**config.mk**
```make
export PLATFORM = sky130hd
export DESIGN_NAME = keypad_scan_ctrl
export DESIGN_NICKNAME = d
export VERILOG_FILES = /design/src/rtl/keypad_pkg.sv /design/src/rtl/scan_tick_gen.sv /design/src/rtl/keypad_scan_ctrl.sv
export SDC_FILE = /design/constraint.sdc
export NUM_CORES = 1
export LEC_CHECK = 0
export BUFFER_PORTS_ARGS = -buffer_cell sky130_fd_sc_hd__buf_2
export CELL_PAD_IN_SITES_DETAIL_PLACEMENT = 0
export CELL_PAD_IN_SITES_GLOBAL_PLACEMENT = 2
export CORE_AREA = 3 3 73 75
export CTS_CLUSTER_SIZE = 24
export DETAILED_ROUTE_END_ITERATION = 8
export DIE_AREA = 0 0 76 78
export PLACE_DENSITY = 0.78
export SYNTH_ARGS = -nofsm -noshare
export SYNTH_HDL_FRONTEND = slang
export SYNTH_SLANG_ARGS = --single-unit
export TNS_END_PERCENT = 5
```
**constraint.sdc**
```tcl
create_clock -name clk -period 2.45 [get_ports clk]
set_input_delay 0.49 -clock clk [delete_from_list [all_inputs] [get_ports clk]]
set_output_delay 0.49 -clock clk [all_outputs]
set_load 0.02 [all_outputs]
```
**src/rtl/keypad_pkg.sv**
```systemverilog
// Shared types for the keypad scanner: FSM state encoding and default key-code width.
package keypad_pkg;
  typedef enum logic [1:0] {SCAN, DEB_PRESS, HELD, DEB_REL} scan_state_t;
  localparam int KEY_W = $clog2(4 * 4);
endpackage

```
**src/rtl/scan_tick_gen.sv**
```systemverilog
// Free-running scan divider: tick on the last count, row sample strobe one cycle earlier
// so the row flip-flops are loaded just before the FSM evaluates them.
module scan_tick_gen #(
  parameter int SCAN_DIV = 50000
) (
  input  logic clk,
  input  logic reset,
  output logic tick,
  output logic smp_en
);
  localparam int CW = $clog2(SCAN_DIV);

  logic [CW-1:0] count;

  assign tick   = (count == CW'(SCAN_DIV - 1));
  assign smp_en = (count == CW'(SCAN_DIV - 2));

  always_ff @(posedge clk or posedge reset) begin
    if (reset)     count <= '0;
    else if (tick) count <= '0;
    else           count <= count + 1'b1;
  end
endmodule

```
**src/rtl/keypad_scan_ctrl.sv**
```systemverilog
// Matrix keypad scanner: rotates the column drive, debounces press/release of the
// lowest-index active row and emits one encoded key event per accepted press.
module keypad_scan_ctrl
  import keypad_pkg::*;
#(
  parameter int N_ROWS         = 4,
  parameter int N_COLS         = 4,
  parameter int SCAN_DIV       = 50000,
  parameter int DEBOUNCE_TICKS = 4
) (
  input  logic                              clk,
  input  logic                              reset,
  input  logic [N_ROWS-1:0]                 row_q,
  output logic [N_COLS-1:0]                 col_drv,
  output logic                              row_smp_en,
  output logic [$clog2(N_ROWS*N_COLS)-1:0]  key_code,
  output logic                              key_valid,
  output logic                              key_held
);
  localparam int KW  = $clog2(N_ROWS * N_COLS);
  localparam int RW  = (N_ROWS > 1) ? $clog2(N_ROWS) : 1;
  localparam int CLW = (N_COLS > 1) ? $clog2(N_COLS) : 1;
  localparam int DW  = $clog2(DEBOUNCE_TICKS + 1);

  scan_state_t     state;
  logic            tick;
  logic [RW-1:0]   hit_row;
  logic [RW-1:0]   lat_row;
  logic [CLW-1:0]  col_idx;
  logic [CLW-1:0]  col_idx_nxt;
  logic [N_COLS-1:0] col_drv_nxt;
  logic [DW-1:0]   cnt;
  logic            row_bit;

  scan_tick_gen #(.SCAN_DIV(SCAN_DIV)) u_tick (
    .clk    (clk),
    .reset  (reset),
    .tick   (tick),
    .smp_en (row_smp_en)
  );

  // Lowest-index row wins when several are active.
  always_comb begin
    hit_row = '0;
    for (int i = N_ROWS - 1; i >= 0; i--)
      if (row_q[i]) hit_row = RW'(i);
  end

  assign row_bit     = row_q[lat_row];
  assign col_drv_nxt = {col_drv[N_COLS-2:0], col_drv[N_COLS-1]};
  assign col_idx_nxt = (col_idx == CLW'(N_COLS - 1)) ? '0 : col_idx + 1'b1;

  // The counter stops at DEBOUNCE_TICKS; acceptance happens on the tick after it gets there.
  always_ff @(posedge clk or posedge reset) begin
    if (reset) begin
      state     <= SCAN;
      col_drv   <= N_COLS'(1);
      col_idx   <= '0;
      lat_row   <= '0;
      cnt       <= '0;
      key_code  <= '0;
      key_valid <= 1'b0;
      key_held  <= 1'b0;
    end else begin
      key_valid <= 1'b0;
      if (tick) begin
        case (state)
          SCAN: begin
            if (row_q == '0) begin
              col_drv <= col_drv_nxt;
              col_idx <= col_idx_nxt;
            end else begin
              lat_row <= hit_row;
              cnt     <= '0;
              state   <= DEB_PRESS;
            end
          end
          DEB_PRESS: begin
            if (!row_bit) begin
              col_drv <= col_drv_nxt;
              col_idx <= col_idx_nxt;
              state   <= SCAN;
            end else if (cnt == DW'(DEBOUNCE_TICKS)) begin
              key_code  <= KW'(lat_row) * KW'(N_COLS) + KW'(col_idx);
              key_valid <= 1'b1;
              key_held  <= 1'b1;
              state     <= HELD;
            end else begin
              cnt <= cnt + 1'b1;
            end
          end
          HELD: begin
            if (!row_bit) begin
              cnt   <= '0;
              state <= DEB_REL;
            end
          end
          DEB_REL: begin
            if (row_bit) begin
              state <= HELD;
            end else if (cnt == DW'(DEBOUNCE_TICKS)) begin
              key_held <= 1'b0;
              col_drv  <= col_drv_nxt;
              col_idx  <= col_idx_nxt;
              state    <= SCAN;
            end else begin
              cnt <= cnt + 1'b1;
            end
          end
          default: state <= SCAN;
        endcase
      end
    end
  end
endmodule

```
==> run summary <==
The run finished with clean final reports. The depth of the most critical reg-to-reg path is 4. The worst-path maximum fanout came out at 4. The post-synthesis sequential element count is 35.

The share of the synthesized area in compound gates (AO/OA/AOI/OAI) came out at 6.75%. The initial antenna violation count came out at 0. The finished cells cover 2080 µm². For this design the top-level I/O count stands at 17. The relative area change from synthesis to final layout is 14.8%. The H-tree depth is 2. The width of the die came out at 76 µm. The CTS clock-pin slew for the worst setup and hold paths came out at 80 ps. The pin count of the biggest net entering global routing came out at 36.

The number of hold buffers added after CTS is 0. The global-route wire length before repair came out at 6.22 mm. In this run the tightest slew margin relative to its limit is 68.7%. The endpoint of the most critical register-to-register path is key_code[3]. The tree is rooted in a clkbuf_8. The final layout contains 194 nets. Dividing the final minimum period by the clock period gives 94.7%.

The cell count after synthesis came out at 163. The reported max-cap violation count is 0. On the critical path, the stage with the largest delay is an instance of or4_4.

Synthesis produced a netlist with a net count of 174. The setup total negative slack is 0 ps. The worst setup path is of the reg -> out kind. The detail route stage leaves a number of antenna-violating nets equal to 0. The synthesized netlist devotes 22.3% of its cell area to simple gates. After detailed placement, the total cell area comes to 1970 µm².

The final number of hold-violating endpoints is 0. The remaining design rule violation count is 0. The number of global-route vias before repair is 1265. STA classifies the critical path startpoint as a flop. The final number of max-transition violations came to 0. The signal on the critical path passes through or4_4 > nor4_2 > buf_2. The number of CTS-inserted buffers is 5. Dividing the detail-routed wire length by the instance count gives 13.6 µm. By area the synthesized netlist is led by dfrtp_1 47%, mux2_2 6.2%, xor2_1 4.8%, nor2_1 3.5%, ha_1 3.4%.

The aggregate routed wire length came out at 3.43 mm. The cell leakage power came out at 0.992 nW. Setup repair after global routing left no endpoint under its margin. The CTS tree is yes. In this run the critical register-to-register path is launched from u_tick.count[10]. Measured along the y axis, the die boundary spans 78 µm. The sequential fraction of the synthesis area came out at 48.3%. After synthesis, the share of cell area in mux cells is 9.92%.

For this block, the initial DRC count from the detailed router was 77. The yosys synthesis warning count is 0. The arrival time reported for the critical path endpoint came out at 1830 ps.

Input and output buffers added on the ports amount to 16. The largest stage delay on the critical path came out at 600 ps. Setup violations remaining at the end of the flow were counted as 0.

Clock skew on the completed layout was measured at 9.42 ps. The repair_antennas step left the layout with diodes totalling 0. The placed wire-length estimate after detailed placement came out at 2.47 mm. The via total after detailed routing came out at 1239. The worst-case vdd ir drop came out at 0.374 mV.

By area, the combinational part of the netlist is dominated by simple AND/OR/NAND/NOR gates. The fraction of layout instances using a drive strength above 1 came out at 26.1%. The total grt overflow is 0. The floorplan has 25 rows.

The cell area after technology mapping came out at 1820 µm². Summed over all instances, the cell type with the most area after synthesis is dfrtp_1. The top cell type by area accounts for 46.9% of the synthesized area. Of the total synthesized cell area, the portion taken by XOR and XNOR cells is 6.27%. The die covers 5930 µm². The initial cell density of the core is 38.4%. The number of distinct library cell variants in the gate-level netlist after synthesis is 39. The placeable core region came out at 4720 µm². The average vias per placed instance is 4.94. The arithmetic-cell share of the synthesized area counting full adders, half adders and majority gates came out at 3.45%.

The ratio of total power to cell area came out at 548 nW/µm². The worst hold path belongs to the class in -> async. The register-to-register setup slack is 330 ps. The most critical setup path has its startpoint at u_tick.count[10].

The sink count of the clock tree is 35. The average instance area after synthesis came out at 11.1 µm². The worst setup path is captured at a primary output. The pin slew with the least headroom to its limit came out at 466 ps. The buffer levels on the longest clock path came out at 2.

Across every metal layer, demand over resource in global routing totals 13.2%. The number of detailed-routing iterations run before antenna repair came out at 4. The smallest clock period supported by the final layout is computed as 2320 ps. The required time at the worst-slack endpoint came out at 1960 ps. The routability congestion estimate from global placement is 0.800.

The total setup buffers inserted after CTS is 0. For this run, the top clock speed supported by timing is 0.431 GHz. The clock reaches the later pin of the worst-skew pair after 290 ps. The number of gates resized after CTS was 0.
==> routing by layer <==
layer  part of all wire, %  routed length (µm)  vias up  track usage (%)
met5                     0                   0        -                0
met4                   1.7                  59        0             5.43
met3                   4.1                 140        6             3.94
met2                    47                1610       20             21.2
met1                    47                1610      591             16.6
li1                      -                   -      622                -
==> sequential cells by signal (all words and copies together) (netlist names), named ones only <==
register and count:
cnt 3, col_drv 4, col_idx 2, key_code 4, key_held 1, key_valid 1, lat_row 2, state 1
u_tick.count 16
==> cell usage after synthesis, drive strengths merged <==
cell,n
dfrtp,34
nor2,17
mux2,11
nand3,11
xor2,10
nand2,9
inv,7
ha,5
nand4,5
and3,4
nand3b,4
nor3,4
o21ai,4
o31ai,4
a21oi,3
buf,3
mux2i,3
nor4,3
xnor2,3
clkbuf,2
nand4b,2
o22a,2
or2,2
or4,2
a21boi,1
a21o,1
a22o,1
dfstp,1
mux4,1
nand4bb,1
nor3b,1
o211ai,1
o2bb2ai,1
==> layout make-up <==
cell class              count  area, µm²
clock buffers               5       68.8
clock inverters             3       43.8
fillers                   447       2640
inverters                   7       26.3
multi-input cells         116        890
flip-flops and latches     35        877
well taps                  67       83.8
repair buffers             18       95.1
==> per-stage QoR <==
stage	hold slack (ps)	utilization, %	setup WS [ps]	std cells	total power [mW]
floorplan	461	-	292	163	0.614
global placement	478	41.6	361	243	0.626
detailed placement	474	41.6	337	243	0.627
CTS	302	44.0	48.3	251	1.15
global route	362	44.1	59.6	251	1.19
finish	283	44.1	130	251	1.14
==> how the worst max path moves through the flow <==
stage / cells past startpoint / end / slack (ps)
final: 3 / row_smp_en / 130
after detailed placement: 4 / key_code[3] / 340
after CTS: 3 / row_smp_en / 50
after global routing: 3 / row_smp_en / 60
after floorplan: 2 / row_smp_en / 290
after global placement: 4 / col_idx[1] / 360
==> cell families after synthesis <==
group | Yosys count
and+or+nand+nor | 65
DFF | 35
muxes | 15
buffers and inverters | 12
adders and majority gates | 5
xor gates and xnor gates | 13
AOI/OAI and AO/OA | 18
==> worst max-delay path: cells and delay by family, from the launching register on <==
family	cells	cell delay [ps]
AND/OR/NAND/NOR	2	890
buffers and inverters	1	230
flip-flops	1	420
==> cell usage in the layout, fill, tap and decap left out, drive strengths merged, types with 2 or more instances in the layout <==
cell type,n
dfrtp,34
buf,18
nor2,17
nand3,11
mux2,11
xor2,10
nand2,9
inv,7
nand4,5
ha,5
clkbuf,5
nand3b,4
nor3,4
and3,4
o31ai,4
o21ai,4
a21oi,3
mux2i,3
xnor2,3
nor4,3
or2,2
o22a,2
nand4b,2
or4,2
clkinv,2
==> where the power goes <==
part | internal [mW] | leakage, nW | switching, mW
logic | 0.0115 | 0.471 | 0.0216
clock network | 0.303 | 0.0581 | 0.225
registers | 0.578 | 0.463 | 0.00330
Note: power is estimated with default switching activity, not from simulation.
